<file path="src/rtl/allocator_pkg.sv">
// Shared types and constants for the allocator header load/store unit.
package allocator_pkg;

    typedef enum logic [2:0] {
        OP_LOCK   = 3'd0,
        OP_UNLOCK = 3'd1,
        OP_LOAD   = 3'd2,
        OP_INSERT = 3'd3,
        OP_DELETE = 3'd4
    } hdr_op_e;

    typedef enum logic [2:0] {
        UOP_LD_KEY  = 3'd0,
        UOP_CAS     = 3'd1,
        UOP_ST_KEY  = 3'd2,
        UOP_LD_SIZE = 3'd3,
        UOP_LD_NEXT = 3'd4,
        UOP_ST_SIZE = 3'd5,
        UOP_ST_NEXT = 3'd6
    } uop_e;

    // Key value of an unlocked header; lock IDs must never equal it.
    localparam logic [63:0] EMPTY_KEY = 64'h0;

    localparam int unsigned DEF_KEY_OFFSET  = 0;
    localparam int unsigned DEF_SIZE_OFFSET = 8;
    localparam int unsigned DEF_NEXT_OFFSET = 16;

endpackage

</file>
<file path="src/rtl/alloc_hdr_lsu_if.sv">
// Core-side and memory-side handshakes of the header LSU.
// slave is the LSU view; master is the core plus memory environment.
interface alloc_hdr_lsu_if #(
    parameter int unsigned DATA_W = 64
);
    logic              core_req_val_i;
    logic              core_req_rdy_o;
    logic [2:0]        core_req_op_i;
    logic [DATA_W-1:0] core_req_addr_i;
    logic [DATA_W-1:0] core_req_size_i;
    logic [DATA_W-1:0] core_req_next_i;
    logic              core_rsp_val_o;
    logic              core_rsp_rdy_i;
    logic [DATA_W-1:0] core_rsp_addr_o;
    logic [DATA_W-1:0] core_rsp_size_o;
    logic [DATA_W-1:0] core_rsp_next_o;
    logic              core_rsp_err_o;
    logic              mem_req_val_o;
    logic              mem_req_rdy_i;
    logic              mem_req_is_write_o;
    logic              mem_req_is_cas_o;
    logic [DATA_W-1:0] mem_req_addr_o;
    logic [DATA_W-1:0] mem_req_data_o;
    logic [DATA_W-1:0] mem_req_cas_exp_o;
    logic              mem_rsp_val_i;
    logic              mem_rsp_rdy_o;
    logic [DATA_W-1:0] mem_rsp_data_i;

    modport slave (
        input  core_req_val_i, core_req_op_i, core_req_addr_i, core_req_size_i,
               core_req_next_i, core_rsp_rdy_i, mem_req_rdy_i, mem_rsp_val_i,
               mem_rsp_data_i,
        output core_req_rdy_o, core_rsp_val_o, core_rsp_addr_o, core_rsp_size_o,
               core_rsp_next_o, core_rsp_err_o, mem_req_val_o, mem_req_is_write_o,
               mem_req_is_cas_o, mem_req_addr_o, mem_req_data_o, mem_req_cas_exp_o,
               mem_rsp_rdy_o
    );

    modport master (
        output core_req_val_i, core_req_op_i, core_req_addr_i, core_req_size_i,
               core_req_next_i, core_rsp_rdy_i, mem_req_rdy_i, mem_rsp_val_i,
               mem_rsp_data_i,
        input  core_req_rdy_o, core_rsp_val_o, core_rsp_addr_o, core_rsp_size_o,
               core_rsp_next_o, core_rsp_err_o, mem_req_val_o, mem_req_is_write_o,
               mem_req_is_cas_o, mem_req_addr_o, mem_req_data_o, mem_req_cas_exp_o,
               mem_rsp_rdy_o
    );
endinterface

</file>
<file path="src/rtl/alloc_lsu_backoff.sv">
// Lock-retry backoff timer: start loads 2^exp_i, done_c marks the last wait cycle.
module alloc_lsu_backoff #(
    parameter int unsigned MAX_LOG2 = 5,
    localparam int unsigned EXP_W   = (MAX_LOG2 == 0) ? 1 : $clog2(MAX_LOG2 + 1),
    localparam int unsigned CNT_W   = MAX_LOG2 + 1
) (
    input  logic             clk_i,
    input  logic             rst_ni,
    input  logic             start_i,
    input  logic [EXP_W-1:0] exp_i,
    output logic             done_c
);

    logic [CNT_W-1:0] cnt_q;

    always_ff @(posedge clk_i or negedge rst_ni) begin
        if (!rst_ni) begin
            cnt_q <= '0;
        end else if (start_i) begin
            cnt_q <= CNT_W'(1) << exp_i;
        end else if (cnt_q != '0) begin
            cnt_q <= cnt_q - CNT_W'(1);
        end
    end

    assign done_c = (cnt_q == CNT_W'(1));

endmodule

</file>
<file path="src/rtl/alloc_hdr_lsu.sv">
// Free-list header load/store unit: one header transaction at a time as single-word micro-ops.
// Optional lock-retry backoff is enabled by defining ALLOC_LSU_LOCK_BACKOFF_EN.
module alloc_hdr_lsu
    import allocator_pkg::*;
#(
    parameter int unsigned DATA_W         = 64,
    parameter int unsigned KEY_OFFSET     = DEF_KEY_OFFSET,
    parameter int unsigned SIZE_OFFSET    = DEF_SIZE_OFFSET,
    parameter int unsigned NEXT_OFFSET    = DEF_NEXT_OFFSET,
    parameter int unsigned LOCK_ID        = 1,
    parameter int unsigned LOCK_RETRY_MAX = 16
`ifdef ALLOC_LSU_LOCK_BACKOFF_EN
   ,parameter int unsigned BACKOFF_MAX_LOG2 = 5
`endif
) (
    input logic            clk_i,
    input logic            rst_ni,
    alloc_hdr_lsu_if.slave bus
);

    localparam int unsigned RETRY_W = (LOCK_RETRY_MAX == 0) ? 1 : $clog2(LOCK_RETRY_MAX + 1);

    typedef enum logic [2:0] {
        ST_IDLE,
        ST_ISSUE,
        ST_WAIT_RSP,
`ifdef ALLOC_LSU_LOCK_BACKOFF_EN
        ST_BACKOFF,
`endif
        ST_RESP
    } state_e;

    state_e              state_q, state_d;
    uop_e                uop_q, uop_d;
    logic [DATA_W-1:0]   addr_q, size_q, next_q;
    logic [DATA_W-1:0]   rsp_size_q, rsp_size_d;
    logic [DATA_W-1:0]   rsp_next_q, rsp_next_d;
    logic                err_q, err_d;
    logic [RETRY_W-1:0]  retry_q, retry_d, retry_inc;
    logic                req_accept, lock_fail;
    logic [DATA_W-1:0]   base_c, size_c, next_c;
    logic [DATA_W-1:0]   mreq_addr_q, mreq_data_q;
    logic                mreq_wr_q, mreq_cas_q;

    function automatic logic [DATA_W-1:0] field_addr(input logic [DATA_W-1:0] base, input uop_e u);
        int unsigned off;
        case (u)
            UOP_LD_KEY, UOP_CAS, UOP_ST_KEY: off = KEY_OFFSET;
            UOP_LD_SIZE, UOP_ST_SIZE:        off = SIZE_OFFSET;
            default:                         off = NEXT_OFFSET;
        endcase
        return base + DATA_W'(off);
    endfunction

    function automatic logic [DATA_W-1:0] field_data(input uop_e u, input logic [DATA_W-1:0] sz,
                                                     input logic [DATA_W-1:0] nx);
        case (u)
            UOP_CAS:     return DATA_W'(LOCK_ID);
            UOP_ST_KEY:  return DATA_W'(EMPTY_KEY);
            UOP_ST_SIZE: return sz;
            UOP_ST_NEXT: return nx;
            default:     return '0;
        endcase
    endfunction

    // The first micro-op is launched straight from the core request fields.
    assign base_c    = (state_q == ST_IDLE) ? bus.core_req_addr_i : addr_q;
    assign size_c    = (state_q == ST_IDLE) ? bus.core_req_size_i : size_q;
    assign next_c    = (state_q == ST_IDLE) ? bus.core_req_next_i : next_q;
    assign retry_inc = retry_q + RETRY_W'(1);

`ifdef ALLOC_LSU_LOCK_BACKOFF_EN
    localparam int unsigned BO_EXP_W = (BACKOFF_MAX_LOG2 == 0) ? 1 : $clog2(BACKOFF_MAX_LOG2 + 1);
    logic                bo_start, bo_done_c;
    logic [BO_EXP_W-1:0] bo_exp;

    assign bo_exp = (32'(retry_inc) > BACKOFF_MAX_LOG2) ? BO_EXP_W'(BACKOFF_MAX_LOG2)
                                                        : BO_EXP_W'(retry_inc);

    alloc_lsu_backoff #(.MAX_LOG2(BACKOFF_MAX_LOG2)) u_backoff (
        .clk_i   (clk_i),
        .rst_ni  (rst_ni),
        .start_i (bo_start),
        .exp_i   (bo_exp),
        .done_c  (bo_done_c)
    );
`endif

    // Next-state and micro-op sequencing.
    always_comb begin
        state_d    = state_q;
        uop_d      = uop_q;
        rsp_size_d = rsp_size_q;
        rsp_next_d = rsp_next_q;
        err_d      = err_q;
        retry_d    = retry_q;
        req_accept = 1'b0;
        lock_fail  = 1'b0;
`ifdef ALLOC_LSU_LOCK_BACKOFF_EN
        bo_start   = 1'b0;
`endif
        case (state_q)
            ST_IDLE: begin
                if (bus.core_req_val_i) begin
                    req_accept = 1'b1;
                    retry_d    = '0;
                    err_d      = 1'b0;
                    rsp_size_d = '0;
                    rsp_next_d = '0;
                    state_d    = ST_ISSUE;
                    case (bus.core_req_op_i)
                        OP_LOCK:   uop_d = UOP_LD_KEY;
                        OP_UNLOCK: uop_d = UOP_ST_KEY;
                        OP_LOAD:   uop_d = UOP_LD_SIZE;
                        OP_INSERT: uop_d = UOP_ST_SIZE;
                        OP_DELETE: uop_d = UOP_ST_NEXT;
                        default: begin
                            state_d = ST_RESP;
                            err_d   = 1'b1;
                        end
                    endcase
                end
            end
            ST_ISSUE: begin
                if (bus.mem_req_rdy_i) state_d = ST_WAIT_RSP;
            end
            ST_WAIT_RSP: begin
                if (bus.mem_rsp_val_i) begin
                    case (uop_q)
                        UOP_LD_KEY: begin
                            if (bus.mem_rsp_data_i == DATA_W'(EMPTY_KEY)) begin
                                uop_d   = UOP_CAS;
                                state_d = ST_ISSUE;
                            end else begin
                                lock_fail = 1'b1;
                            end
                        end
                        UOP_CAS: begin
                            if (bus.mem_rsp_data_i == DATA_W'(EMPTY_KEY)) state_d = ST_RESP;
                            else                                          lock_fail = 1'b1;
                        end
                        UOP_LD_SIZE: begin
                            rsp_size_d = bus.mem_rsp_data_i;
                            uop_d      = UOP_LD_NEXT;
                            state_d    = ST_ISSUE;
                        end
                        UOP_LD_NEXT: begin
                            rsp_next_d = bus.mem_rsp_data_i;
                            state_d    = ST_RESP;
                        end
                        UOP_ST_SIZE: begin
                            uop_d   = UOP_ST_NEXT;
                            state_d = ST_ISSUE;
                        end
                        default: state_d = ST_RESP;
                    endcase
                    if (lock_fail) begin
                        retry_d = retry_inc;
                        if (LOCK_RETRY_MAX != 0 && retry_inc == RETRY_W'(LOCK_RETRY_MAX)) begin
                            state_d = ST_RESP;
                            err_d   = 1'b1;
                        end else begin
                            uop_d = UOP_LD_KEY;
`ifdef ALLOC_LSU_LOCK_BACKOFF_EN
                            bo_start = 1'b1;
                            state_d  = ST_BACKOFF;
`else
                            state_d  = ST_ISSUE;
`endif
                        end
                    end
                end
            end
`ifdef ALLOC_LSU_LOCK_BACKOFF_EN
            ST_BACKOFF: begin
                if (bo_done_c) state_d = ST_ISSUE;
            end
`endif
            ST_RESP: begin
                if (bus.core_rsp_rdy_i) state_d = ST_IDLE;
            end
            default: state_d = ST_IDLE;
        endcase
    end

    always_ff @(posedge clk_i or negedge rst_ni) begin
        if (!rst_ni) begin
            state_q    <= ST_IDLE;
            uop_q      <= UOP_LD_KEY;
            addr_q     <= '0;
            size_q     <= '0;
            next_q     <= '0;
            rsp_size_q <= '0;
            rsp_next_q <= '0;
            err_q      <= 1'b0;
            retry_q    <= '0;
        end else begin
            state_q    <= state_d;
            uop_q      <= uop_d;
            rsp_size_q <= rsp_size_d;
            rsp_next_q <= rsp_next_d;
            err_q      <= err_d;
            retry_q    <= retry_d;
            if (req_accept) begin
                addr_q <= bus.core_req_addr_i;
                size_q <= bus.core_req_size_i;
                next_q <= bus.core_req_next_i;
            end
        end
    end

    // Memory request fields are frozen on entry to ISSUE and held until the handshake.
    always_ff @(posedge clk_i or negedge rst_ni) begin
        if (!rst_ni) begin
            mreq_addr_q <= '0;
            mreq_data_q <= '0;
            mreq_wr_q   <= 1'b0;
            mreq_cas_q  <= 1'b0;
        end else if (state_d == ST_ISSUE && state_q != ST_ISSUE) begin
            mreq_addr_q <= field_addr(base_c, uop_d);
            mreq_data_q <= field_data(uop_d, size_c, next_c);
            mreq_wr_q   <= (uop_d == UOP_CAS) || (uop_d == UOP_ST_KEY) ||
                           (uop_d == UOP_ST_SIZE) || (uop_d == UOP_ST_NEXT);
            mreq_cas_q  <= (uop_d == UOP_CAS);
        end
    end

    assign bus.core_req_rdy_o     = (state_q == ST_IDLE);
    assign bus.core_rsp_val_o     = (state_q == ST_RESP);
    assign bus.core_rsp_addr_o    = addr_q;
    assign bus.core_rsp_size_o    = rsp_size_q;
    assign bus.core_rsp_next_o    = rsp_next_q;
    assign bus.core_rsp_err_o     = err_q;
    assign bus.mem_req_val_o      = (state_q == ST_ISSUE);
    assign bus.mem_req_is_write_o = mreq_wr_q;
    assign bus.mem_req_is_cas_o   = mreq_cas_q;
    assign bus.mem_req_addr_o     = mreq_addr_q;
    assign bus.mem_req_data_o     = mreq_data_q;
    assign bus.mem_req_cas_exp_o  = DATA_W'(EMPTY_KEY);
    assign bus.mem_rsp_rdy_o      = (state_q == ST_IDLE) || (state_q == ST_WAIT_RSP);

endmodule

</file>
<file path="src/flat_wrapper.sv">
// flat-port wrapper written by rule: the top's interface ports become plain ports
module alloc_hdr_lsu_flat import allocator_pkg::*;
#(
    parameter int unsigned DATA_W         = 64,
    parameter int unsigned KEY_OFFSET     = DEF_KEY_OFFSET,
    parameter int unsigned SIZE_OFFSET    = DEF_SIZE_OFFSET,
    parameter int unsigned NEXT_OFFSET    = DEF_NEXT_OFFSET,
    parameter int unsigned LOCK_ID        = 1,
    parameter int unsigned LOCK_RETRY_MAX = 16

)
  (clk_i, rst_ni, bus_core_req_val_i, bus_core_req_op_i, bus_core_req_addr_i, bus_core_req_size_i, bus_core_req_next_i, bus_core_rsp_rdy_i, bus_mem_req_rdy_i, bus_mem_rsp_val_i, bus_mem_rsp_data_i, bus_core_req_rdy_o, bus_core_rsp_val_o, bus_core_rsp_addr_o, bus_core_rsp_size_o, bus_core_rsp_next_o, bus_core_rsp_err_o, bus_mem_req_val_o, bus_mem_req_is_write_o, bus_mem_req_is_cas_o, bus_mem_req_addr_o, bus_mem_req_data_o, bus_mem_req_cas_exp_o, bus_mem_rsp_rdy_o);
  alloc_hdr_lsu_if #(.DATA_W(DATA_W)) bus_i ();
  input logic clk_i;
  input logic rst_ni;
  input wire logic [$bits(bus_i.core_req_val_i)-1:0] bus_core_req_val_i;
  input wire logic [$bits(bus_i.core_req_op_i)-1:0] bus_core_req_op_i;
  input wire logic [$bits(bus_i.core_req_addr_i)-1:0] bus_core_req_addr_i;
  input wire logic [$bits(bus_i.core_req_size_i)-1:0] bus_core_req_size_i;
  input wire logic [$bits(bus_i.core_req_next_i)-1:0] bus_core_req_next_i;
  input wire logic [$bits(bus_i.core_rsp_rdy_i)-1:0] bus_core_rsp_rdy_i;
  input wire logic [$bits(bus_i.mem_req_rdy_i)-1:0] bus_mem_req_rdy_i;
  input wire logic [$bits(bus_i.mem_rsp_val_i)-1:0] bus_mem_rsp_val_i;
  input wire logic [$bits(bus_i.mem_rsp_data_i)-1:0] bus_mem_rsp_data_i;
  output wire logic [$bits(bus_i.core_req_rdy_o)-1:0] bus_core_req_rdy_o;
  output wire logic [$bits(bus_i.core_rsp_val_o)-1:0] bus_core_rsp_val_o;
  output wire logic [$bits(bus_i.core_rsp_addr_o)-1:0] bus_core_rsp_addr_o;
  output wire logic [$bits(bus_i.core_rsp_size_o)-1:0] bus_core_rsp_size_o;
  output wire logic [$bits(bus_i.core_rsp_next_o)-1:0] bus_core_rsp_next_o;
  output wire logic [$bits(bus_i.core_rsp_err_o)-1:0] bus_core_rsp_err_o;
  output wire logic [$bits(bus_i.mem_req_val_o)-1:0] bus_mem_req_val_o;
  output wire logic [$bits(bus_i.mem_req_is_write_o)-1:0] bus_mem_req_is_write_o;
  output wire logic [$bits(bus_i.mem_req_is_cas_o)-1:0] bus_mem_req_is_cas_o;
  output wire logic [$bits(bus_i.mem_req_addr_o)-1:0] bus_mem_req_addr_o;
  output wire logic [$bits(bus_i.mem_req_data_o)-1:0] bus_mem_req_data_o;
  output wire logic [$bits(bus_i.mem_req_cas_exp_o)-1:0] bus_mem_req_cas_exp_o;
  output wire logic [$bits(bus_i.mem_rsp_rdy_o)-1:0] bus_mem_rsp_rdy_o;
  assign bus_i.core_req_val_i = bus_core_req_val_i;
  assign bus_i.core_req_op_i = bus_core_req_op_i;
  assign bus_i.core_req_addr_i = bus_core_req_addr_i;
  assign bus_i.core_req_size_i = bus_core_req_size_i;
  assign bus_i.core_req_next_i = bus_core_req_next_i;
  assign bus_i.core_rsp_rdy_i = bus_core_rsp_rdy_i;
  assign bus_i.mem_req_rdy_i = bus_mem_req_rdy_i;
  assign bus_i.mem_rsp_val_i = bus_mem_rsp_val_i;
  assign bus_i.mem_rsp_data_i = bus_mem_rsp_data_i;
  assign bus_core_req_rdy_o = bus_i.core_req_rdy_o;
  assign bus_core_rsp_val_o = bus_i.core_rsp_val_o;
  assign bus_core_rsp_addr_o = bus_i.core_rsp_addr_o;
  assign bus_core_rsp_size_o = bus_i.core_rsp_size_o;
  assign bus_core_rsp_next_o = bus_i.core_rsp_next_o;
  assign bus_core_rsp_err_o = bus_i.core_rsp_err_o;
  assign bus_mem_req_val_o = bus_i.mem_req_val_o;
  assign bus_mem_req_is_write_o = bus_i.mem_req_is_write_o;
  assign bus_mem_req_is_cas_o = bus_i.mem_req_is_cas_o;
  assign bus_mem_req_addr_o = bus_i.mem_req_addr_o;
  assign bus_mem_req_data_o = bus_i.mem_req_data_o;
  assign bus_mem_req_cas_exp_o = bus_i.mem_req_cas_exp_o;
  assign bus_mem_rsp_rdy_o = bus_i.mem_rsp_rdy_o;
  alloc_hdr_lsu #(.DATA_W(DATA_W), .KEY_OFFSET(KEY_OFFSET), .SIZE_OFFSET(SIZE_OFFSET), .NEXT_OFFSET(NEXT_OFFSET), .LOCK_ID(LOCK_ID), .LOCK_RETRY_MAX(LOCK_RETRY_MAX)) u_core (.clk_i(clk_i), .rst_ni(rst_ni), .bus(bus_i));
endmodule
</file>
<file path="config.mk">
export PLATFORM = sky130hd
export DESIGN_NAME = alloc_hdr_lsu_flat
export DESIGN_NICKNAME = d
export VERILOG_FILES = /design/src/rtl/allocator_pkg.sv /design/src/rtl/alloc_hdr_lsu_if.sv /design/src/rtl/alloc_lsu_backoff.sv /design/src/rtl/alloc_hdr_lsu.sv /design/src/flat_wrapper.sv
export SDC_FILE = /design/constraint.sdc
export NUM_CORES = 1
export LEC_CHECK = 0
export BUFFER_PORTS_ARGS = -buffer_cell sky130_fd_sc_hd__buf_2
export CELL_PAD_IN_SITES_DETAIL_PLACEMENT = 0
export CELL_PAD_IN_SITES_GLOBAL_PLACEMENT = 1
export CORE_AREA = 2 2 259 261
export CTS_CLUSTER_SIZE = 14
export DETAILED_ROUTE_END_ITERATION = 10
export DIE_AREA = 0 0 261 263
export PLACE_DENSITY = 0.81
export SLEW_MARGIN = 20
export SYNTH_ARGS = -nofsm -noshare
export SYNTH_HDL_FRONTEND = slang
export SYNTH_SLANG_ARGS = --single-unit
</file>
<file path="constraint.sdc">
create_clock -name clk_i -period 16.5 [get_ports clk_i]
set_input_delay 0 -clock clk_i [delete_from_list [all_inputs] [get_ports clk_i]]
set_output_delay 0 -clock clk_i [all_outputs]
set_load 0.005 [all_outputs]
</file>
## Word level (Yosys, flattened, before mapping)

Index checks and enable logic that the tools add are counted.

| operators by class | value |
|---|---|
| add/subtract/negate cells | 2 |
| equal/unequal tests | 25 |
| multiplexer cells | 48 |
| reduce and logical (&&, ||, !) cells | 20 |

Operators by type and width:

| operator | number |
|---|---|
| $mux W64 | 8 |
| $pmux W64 S2 | 2 |
| $pmux W64 S3 | 1 |
| $add A64 B32 Y64 | 1 |
| $logic_not A64 Y1 | 1 |
| $mux W3 | 12 |
| $mux W32 | 1 |
| $eq A3 B2 Y1 const B | 7 |
| $pmux W5 S2 | 2 |
| $pmux W3 S3 | 2 |
| $eq A3 B1 Y1 const B | 5 |
| $eq A3 B3 Y1 const B | 5 |
| $mux W5 | 3 |
| $pmux W3 S5 | 1 |
| $logic_not A3 Y1 | 4 |
| $pmux W3 S4 | 1 |
| $reduce_and A4 Y1 | 3 |
| $mux W1 | 11 |
| $ne A2 B2 Y1 const B | 4 |
| $pmux W3 S2 | 1 |
| $reduce_or A2 Y1 | 3 |
| $add A5 B1 Y5 const B | 1 |
| $eq A5 B5 Y1 const B | 1 |
| $reduce_and A5 Y1 | 1 |
| other kinds (9) | 14 |

| storage, ports and cells | value |
|---|---|
| bits in registers | 462 |
| input port bits | 265 |
| output and inout bits | 391 |
| logic and storage cells | 108 |

## Depth between registers and ports, before layout

Gate-level depths: netlist (run 1).

| logic depth | value |
|---|---|
| depth after elaboration | 13 |
| mapped depth | 25 |
| depth with buffers taken out | 19 |

## Worst setup path after synthesis (run 1)

OpenSTA, ideal clock, no wires.

| timing path | value |
|---|---|
| kind | register to register |
| start | reg u_core.state_q[0] |
| end | reg u_core.mreq_addr_q[57] (netlist: u_core.bus.mem_req_addr_o[57]) |
| setup time | 0.125 ns |
| arrival time | 5.358 ns |
| data required time | 16.375 ns |
| setup slack | 11.017 ns |
| cell stages (with the launch flop) | 24 |
| path through | dfrtp_1 buf_6 or3_4 buf_6 buf_2 buf_2 buf_1 clkbuf_1 o221a_2 inv_1 ha_1 nand2_1 clkbuf_1 o21ai_0 ha_1 inv_1 fa_1 clkbuf_1 nor4b_1 o22ai_1 nor4_2 nand4_1 xor2_1 mux2_2 |

| on the way | value |
|---|---|
| longest elaborated chain between the ends | 7 |
| elaborated cells on any way between the ends | 28 |
| classes of those cells | add/sub (1); eq/ne (9); mux (13); reduce/logical (5) |

RTL lines:

| element | RTL line | RTL |
|---|---|---|
| start: declaration | alloc_hdr_lsu.sv:33 | `state_e state_q, state_d;` |
| start signal: assignment | alloc_hdr_lsu.sv:198 | `state_q <= state_d;` |
| $eq A3 B2 Y1 / $logic_not A3 Y1 (equally long branches) | alloc_hdr_lsu.sv:102 | `case (state_q)` |
| $pmux W3 S2 * | alloc_hdr_lsu.sv:102 |  |
| via u_core.uop_d[1] | alloc_hdr_lsu.sv:34 | `uop_e uop_q, uop_d;` |
| $eq A3 B2 Y1 (tied with other cells) | alloc_hdr_lsu.sv:47 | `case (u)` |
| $reduce_or A3 Y1 / $reduce_or A2 Y1 (equally long branches) | alloc_hdr_lsu.sv:47 |  |
| $pmux W5 S2 * | alloc_hdr_lsu.sv:47 |  |
| $mux W32 * | alloc_hdr_lsu.sv:219 | `end else if (state_d == ST_ISSUE && state_q != ST_ISSUE) begin` |
| $add A64 B32 Y64 * | alloc_hdr_lsu.sv:52 | `return base + DATA_W'(off);` |
| end signal: assignment | alloc_hdr_lsu.sv:220 | `mreq_addr_q <= field_addr(base_c, uop_d);` |
| end: declaration | alloc_hdr_lsu.sv:42 | `logic [DATA_W-1:0] mreq_addr_q, mreq_data_q;` |

Mark *: on every way through the listed nets, which the timed path passes. The rest lies on a longest branch. The select of a mux whose other input is x is not followed.
A chain may end at the register's enable or synchronous reset.

## Final worst setup path (run 1)

| timing path | value |
|---|---|
| start | in bus_mem_rsp_data_i[17] |
| end | reg u_core.mreq_addr_q[63] (netlist: u_core.bus.mem_req_addr_o[63]) |

| on the way | value |
|---|---|
| longest elaborated chain between the ends | 13 |
| elaborated cells on any way between the ends | 29 |
| classes of those cells | add/sub (1); eq/ne (5); mux (18); reduce/logical (5) |

RTL lines:

| element | RTL line | RTL |
|---|---|---|
| start: declaration | flat_wrapper.sv:24 | `input wire logic [$bits(bus_i.mem_rsp_data_i)-1:0] bus_mem_rsp_data_i;` |
| $logic_not A64 Y1 * | alloc_hdr_lsu.sv:131, alloc_hdr_lsu.sv:139 |  |
| $mux W1 | alloc_hdr_lsu.sv:131, alloc_hdr_lsu.sv:139 |  |
| $mux W1 | -- |  |
| $mux W1 | alloc_hdr_lsu.sv:128 | `if (bus.mem_rsp_val_i) begin` |
| $mux W1 | alloc_hdr_lsu.sv:102 |  |
| $mux W3 | alloc_hdr_lsu.sv:157 | `if (lock_fail) begin` |
| $mux W3 | alloc_hdr_lsu.sv:128 |  |
| $pmux W3 S2 | alloc_hdr_lsu.sv:102 |  |
| $eq A3 B2 Y1 (tied with other cells) | alloc_hdr_lsu.sv:47 |  |
| $reduce_or A3 Y1 / $reduce_or A2 Y1 (equally long branches) | alloc_hdr_lsu.sv:47 |  |
| $pmux W5 S2 | alloc_hdr_lsu.sv:47 |  |
| $mux W32 | alloc_hdr_lsu.sv:219 |  |
| $add A64 B32 Y64 | alloc_hdr_lsu.sv:52 |  |

Mark *: on every way between the ends. The rest lies on a longest branch, timed or not. The select of a mux whose other input is x is not followed.

==> results of run 1 <==
## synthesized netlist by cell type, drive strengths merged, types with 7 or more instances
master | n | area, um2
nand2 | 833 | 3130
dfrtp | 462 | 11600
mux2i | 187 | 1870
o21ai | 182 | 911
mux2 | 117 | 1320
buf | 107 | 707
clkbuf | 105 | 394
o22ai | 72 | 450
nor2 | 52 | 198
nand3 | 47 | 235
nor4 | 47 | 349
xnor2 | 41 | 359
nand4 | 26 | 163
xor2 | 25 | 219
nor3 | 24 | 120
a21oi | 19 | 95.1
inv | 15 | 56.3
a31oi | 9 | 56.3
and3 | 8 | 50.1
ha | 7 | 87.6
## power groups by stage
stage,combinational (W),sequential [W],clock (W)
4_1_cts,0.00161,0.00181,0.00132
6_report,0.00160,0.00182,0.00129
2_1_floorplan,0.000935,0.00177,0
5_1_grt,0.00177,0.00187,0.00137
3_5_place_dp,0.00155,0.00183,0
3_3_place_gp,0.00153,0.00182,0
## layout make-up
| class | count | share of cell area [%] |
|---|---|---|
| Tap cell | 864 | 3.48 |
| Antenna cell | 1 | 0.00806 |
| Timing Repair Buffer | 886 | 19.0 |
| Multi-Input combinational cell | 1833 | 33.9 |
| Clock inverter | 24 | 1.19 |
| Sequential cell | 462 | 37.2 |
| Clock buffer | 75 | 4.93 |
| Inverter | 15 | 0.205 |
## metal layers
layer / GRT usage (%) / vias to the layer above / share of wire, %
li1: - / 9826 / -
met4: 8.60 / 0 / 3.9
met3: 5.25 / 141 / 8.0
met1: 28.9 / 10000 / 41
met2: 35.9 / 841 / 47
met5: 0 / - / 0
## state kept, by name, indices dropped and copies added (netlist names)
signal	count
u_core.bus.core_rsp_next_o	64
u_core.bus.mem_req_data_o	64
u_core.bus.core_rsp_addr_o	64
u_core.next_q	64
u_core.bus.mem_req_is_cas_o	1
u_core.state_q	3
u_core.bus.core_rsp_err_o	1
u_core.bus.mem_req_is_write_o	1
u_core.bus.core_rsp_size_o	64
u_core.uop_q	3
u_core.bus.mem_req_addr_o	64
u_core.retry_q	5
u_core.size_q	64
## per-stage QoR
stage | total power, W | area, um2
finish | 0.00471 | 31100
global route | 0.00501 | 31100
CTS | 0.00474 | 31000
detailed placement | 0.00337 | 26400
global placement | 0.00335 | 26400
floorplan | 0.00270 | 23200
## how the worst max path moves through the flow
stage,slack (ps),from,depth (start not counted),endpoint
2_1_floorplan,11020,u_core.state_q[0],23,u_core.bus.mem_req_addr_o[57]
3_3_place_gp,9970,bus_mem_rsp_data_i[17],20,u_core.bus.mem_req_addr_o[63]
3_5_place_dp,9850,bus_mem_rsp_data_i[17],20,u_core.bus.mem_req_addr_o[63]
4_1_cts,9920,bus_mem_rsp_data_i[17],21,u_core.bus.mem_req_addr_o[63]
5_1_grt,9420,bus_mem_rsp_data_i[17],21,u_core.bus.mem_req_addr_o[63]
6_report,9730,bus_mem_rsp_data_i[17],21,u_core.bus.mem_req_addr_o[63]
## critical path, delay by kind of cell
kind            cells  cell delay, ps
buf+inv             3             750
compound gates      5            1130
mux                 1             260
fa+ha+maj           2             820
xor+xnor            1             180
simple gates        9            4100
## kinds of logic (layout without fill, tap and decap cells)
group / after synthesis / after routing / share of synthesized area, %
flip-flops: 462 / 462 / 50.4
AND/OR/NAND/NOR: 1071 / 1071 / 19.7
adder cells (fa/ha/maj): 8 / 8 / 0.469
buffers and inverters: 227 / 1000 / 5.04
multiplexers: 304 / 304 / 13.9
AO/OA/AOI/OAI: 319 / 319 / 7.97
XOR/XNOR: 66 / 66 / 2.52
other: 1 / 66 / 0.0163
==> results.yml, run 1 <==
grt:
  antenna_found_initial: 2
  track_usage_pct: 22.3
  grt_pass1_vias: 20400
  grt_pass1_wl_um: 121000
  grt_max_degree: 187
  grt_overflow: 0
power:
  pwr-share-comb_pct: 34.1
  p_seq_share_pct: 38.6
  irDropWorstVdd_uv: 101
  clkPwrFrac_pct: 27.3
  p_switching_w: 0.00169
  p_int_w: 0.00302
  swShare_pct: 35.9
  leakagePower_nw: 15.3
  power_density_nw_per_um2: 152
layout:
  final_cell_mix: "nand2_1, buf_2, dfrtp_1"
  fillers: 6182
  layout-drive-gt1-share_pct: 25.7
  fin_nets: 3524
  seqCellArea_um2: 11600
  area.growth.synth_to_final_pct: 35.4
  final_util_pct: 47.3
  multiInputGateArea_um2: 10500
  mostFrequentLayoutCell: "nand2_1"
  finalNonFillerCells: 4160
sta:
  clock.fmax_mhz: 148
  setup-tns-final_ps: 0
  finalHoldViolCount: 0
  holdWs_ps: 33.8
  timing_max_transition_violations_final: 0
  slew_headroom_pct: 30.1
  finClkSkew_ps: 29.1
  final.period_utilization_pct: 41.0
  rsz0062_at_grt: "no"
  max_slew.worst_pin.slew_ps: 1050
  layout_setup_ws_ps: 9730
  final-setup-viol-count: 0
  period_needed_ps: 6770
synthesis:
  netlist_area_um2: 22900
  ys_seq_elements: 462
  yosysSeqAreaShare_pct: 50.4
  yosys_warnings: 0
  async_flop_share_pct: 100
  synthFlopType: "dfrtp_1"
  synth-edff-count: 0
  syn_area_per_cell_um2: 9.33
  synth_cell_types: 67
  postSynthCellCount: 2458
floorplan:
  dieArea_um2: 68600
  die_y_um: 263
  io_pins: 656
  initial_utilization_pct: 35.0
  fp.dieW_um: 261
  num_rows: 94
  core_um2: 65600
clock_tree:
  cts_buffers: 53
  cts_setup_buffers: 0
  cts_tree: "yes"
  root_buffer: "clkbuf_16"
  cts.clk_slew.worst_paths_ps: 60
  cts.hold.buffers_added: 273
  htreeDepth: 2
  clock-sinks: 462
  cts_repair_resize_count: 0
  cts_buffer_depth: 3
  insertion_delay_ps: 610
worst_setup_path:
  critPathKind: "in -> reg"
  critPathSlowestCell: "nor4_1"
  start_kind: "input port"
  rrSetupSlack_ps: 10570
  r2r-start: "u_core.state_q[0]"
  cp_cell_sequence: "dlygate4sd3_1 -> buf_2 -> nor4_1 -> nand4_1 -> nor4_1 -> a21oi_1 -> o311a_1 -> a21oi_1 -> o221ai_1 -> ha_1 -> nor3_1 -> nor2_1 -> nor2_1 -> inv_1 -> fa_1 -> nor4b_1 -> o22ai_1 -> nor4_1 -> nand3_1 -> xor2_1 -> mux2_2"
  reg2reg_depth: 16
  critPathMaxFanout: 7
  max_stage_delay_ps: 880
  cpMostUsedCell: "nor4_1"
  arrival_ps: 7250
  critPathRequiredTime_ps: 16980
  r2r_end: "u_core.bus.mem_req_addr_o[63]"
  endpoint_kind: "flop"
route:
  first_iter_violations: 1783
  avgRoutedWirePerCell_um: 19.0
  routed_wl_um: 79200
  vias: 20900
  antenna_left: 0
  drc: 0
  routed_via_density: 5.01
  dr.pass1.iters: 6
place:
  place_ws_ps: 9850
  numPortBuffers: 591
  place_congestion: 0.912
  post-place-cells: 3786
  dp_hpwl_um: 53400
run:
  drv_cap: 0
worst_hold_path:
  hold_path.class: "in -> async"
status:
  outcome: "complete, no violations"
Power figures use the tool's default switching activity.
==> inputs of run 2 (changes only) <==
- ABC_AREA: unset -> 1
- CORE_AREA: 2 2 259 261 -> unset
- CORE_MARGIN: unset -> 2
- CORE_UTILIZATION: unset -> 38
- DIE_AREA: 0 0 261 263 -> unset
- PLACE_DENSITY: 0.81 -> 0.89
- clock period: 16.5 -> 6.95 ns (I/O delays scaled with it)
==> run 2 against run 1 <==
  * Register-to-register slack got worse by 8400 ps
  * Wire length rose by 11%
  * Global-route usage rose by 4.4 points
  * Setup slack got worse by 7600 ps
  * Sequential share of layout area fell by 0.97 points
  * Hold slack improved by 26 ps
  * Utilization rose by 4.2 points
  * Sequential power rose by 130%
  * Synthesized cell count rose by 26%
  * Flip-flop and latch count did not move
  * Clock power rose by 120%
  * Critical endpoint is now u_core.bus.mem_req_addr_o[50]
  * Largest cell class unchanged
==> results.yml, run 2 <==
status:
  outcome: "complete, no violations"
worst_setup_path:
  max_stage_delay_ps: 680
  critPathMaxFanout: 121
  crit_path_start: "u_core.state_q[2]"
  reg2reg_depth: 20
  critPathSlowestCell: "inv_4"
  arrival_ps: 5310
  rrSetupSlack_ps: 2140
  cpMostUsedCell: "nand2_1"
  critPathKind: "reg -> reg"
  endpoint_kind: "flop"
  r2r_end: "u_core.bus.mem_req_addr_o[50]"
  path_delay_family: "simple AND/OR/NAND/NOR gates"
  start_kind: "flop"
  r2r-start: "u_core.state_q[2]"
  critPathBufInv: 3
  cp_cell_sequence: "nor2_4 -> nand2_8 -> inv_4 -> nand3_1 -> a31oi_1 -> inv_1 -> ha_1 -> o31ai_1 -> nand2_1 -> inv_1 -> ha_1 -> a21oi_1 -> nand3b_2 -> nor2_2 -> nand2_1 -> nor2_2 -> nand3_1 -> xor2_1 -> nand2_1 -> nand2_1"
  critPathRequiredTime_ps: 7450
synthesis:
  yosys.area_share.simple_pct: 24.8
  yosysTopAreaCell: "dfrtp_1"
  syn_area_per_cell_um2: 7.71
  synth_cell_types: 45
  postSynthCellCount: 3100
  netlist_top_cells_area: "dfrtp_1, nand2_1, o21ai_0, mux2_2, inv_1"
  yosysMostFrequentCell: "nand2_1"
  synthFlopType: "dfrtp_1"
  yosysSeqAreaShare_pct: 48.4
  netlist_area_um2: 23900
  synth-edff-count: 0
  async_flop_share_pct: 100
  yosys_warnings: 0
  ys_seq_elements: 462
  synth_fa_ha_area_share_pct: 0.450
  synth_common_cells: "nand2_1, dfrtp_1, o21ai_0"
  synthMuxAreaShare_pct: 6.03
  synth_top_family_by_area: "simple AND/OR/NAND/NOR gates"
  synth_compound_area_share_pct: 8.97
  synth_top_area_share_pct: 48.4
  synth_xor_area_share_pct: 1.65
clock_tree:
  cts_tree: "yes"
  cts_repair_resize_count: 0
  insertion_delay_ps: 620
  root_buffer: "clkbuf_16"
  clock-sinks: 462
  cts.clk_slew.worst_paths_ps: 70
  cts_buffers: 54
  htreeDepth: 2
  cts_buffer_depth: 3
route:
  first_iter_violations: 1877
  routed_via_density: 4.84
  avgRoutedWirePerCell_um: 18.4
  route.met3.wl_um: 6090
  antenna_left: 0
  top_layer_used: "met5"
  routed-wl-met2_um: 42100
  wl_met1_um: 35900
  vias: 23200
  routed_wl_um: 88200
  dr.pass1.iters: 6
  drc: 0
place:
  place_congestion: 0.981
  post-place-cells: 4393
  numPortBuffers: 591
  dp_hpwl_um: 60800
floorplan:
  num_rows: 91
  fp.dieW_um: 255
  core_um2: 61900
  io_pins: 656
  initial_utilization_pct: 38.6
  dieArea_um2: 64900
  die_y_um: 255
layout:
  fillers: 5910
  layout-drive-gt1-share_pct: 21.4
  final_cell_mix: "nand2_1, buf_2, dfrtp_1"
  area.growth.synth_to_final_pct: 33.5
  final_util_pct: 51.5
  mostFrequentLayoutCell: "nand2_1"
  fin_nets: 4169
  finalNonFillerCells: 4784
sta:
  setup-tns-final_ps: 0
  slew_headroom_pct: 28.0
  clock.fmax_mhz: 208
  period_needed_ps: 4810
  finalHoldViolCount: 0
  rsz0062_at_grt: "no"
  timing_max_transition_violations_final: 0
  finClkSkew_ps: 34.1
  max_slew.worst_pin.slew_ps: 1080
  final-setup-viol-count: 0
  holdWs_ps: 60.1
  final.period_utilization_pct: 69.2
grt:
  grt_pass1_vias: 22800
  track_usage_pct: 26.7
  grt_pass1_wl_um: 134000
  grt_max_degree: 183
  grt_overflow: 0
  antenna_found_initial: 11
power:
  power_density_nw_per_um2: 348
  irDropWorstVdd_uv: 222
  leakagePower_nw: 17.2
run:
  drv_cap: 0
worst_hold_path:
  hold_path.class: "in -> async"
[run 2: logic make-up after synthesis]
kind of cell	count (synthesis)
compound gates	420
xor+xnor	45
fa+ha+maj	8
buf+inv	530
flops	462
mux	128
other cells	1
simple gates	1506
[run 2: per-layer routing]
layer  GRT usage [%]  up-vias
met4            11.5       10
met2            44.6      901
met5               0        -
li1                -    11100
met1            33.7    10900
met3            5.00      233
[run 2: through the flow]
step | setup WS (ps) | area (um2) | total power [W]
final | 2140 | 31900 | 0.0111
after global routing | 1540 | 31900 | 0.0118
after CTS | 2090 | 31900 | 0.0111
after detailed placement | 2140 | 27200 | 0.00805
after global placement | 2260 | 27200 | 0.00799
after floorplan | 3170 | 24100 | 0.00627
[run 2: worst max path at each step]
stage / cells past startpoint / slack [ps] / to
floorplan: 22 / 3170 / u_core.bus.mem_req_addr_o[50]
global placement: 20 / 2260 / u_core.bus.mem_req_addr_o[50]
detailed placement: 20 / 2140 / u_core.bus.mem_req_addr_o[50]
CTS: 20 / 2090 / u_core.bus.mem_req_addr_o[50]
global route: 22 / 1540 / u_core.bus.mem_req_addr_o[58]
finish: 20 / 2140 / u_core.bus.mem_req_addr_o[50]
[run 2: cell type report]
class / instances / area (um2) / area share, %
Antenna cell: 7 / 17.5 / 0.0549
Clock buffer: 81 / 1590 / 5.00
Clock inverter: 19 / 204 / 0.640
Inverter: 316 / 1200 / 3.75
Multi-Input combinational cell: 2172 / 10300 / 32.3
Sequential cell: 462 / 11600 / 36.3
Tap cell: 837 / 1050 / 3.28
Timing Repair Buffer: 890 / 5960 / 18.7
[run 2: power breakdown]
group / total [W] / switching (W) / internal, W
logic: 0.00399 / 0.00252 / 0.00147
clock network: 0.00290 / 0.00121 / 0.00170
registers: 0.00421 / 0.000591 / 0.00361
[run 2: timing repair]
item	in CTS	in global routing
endpoints found under the hold margin	503	0
hold buffers	284	0
setup buffers	0	0
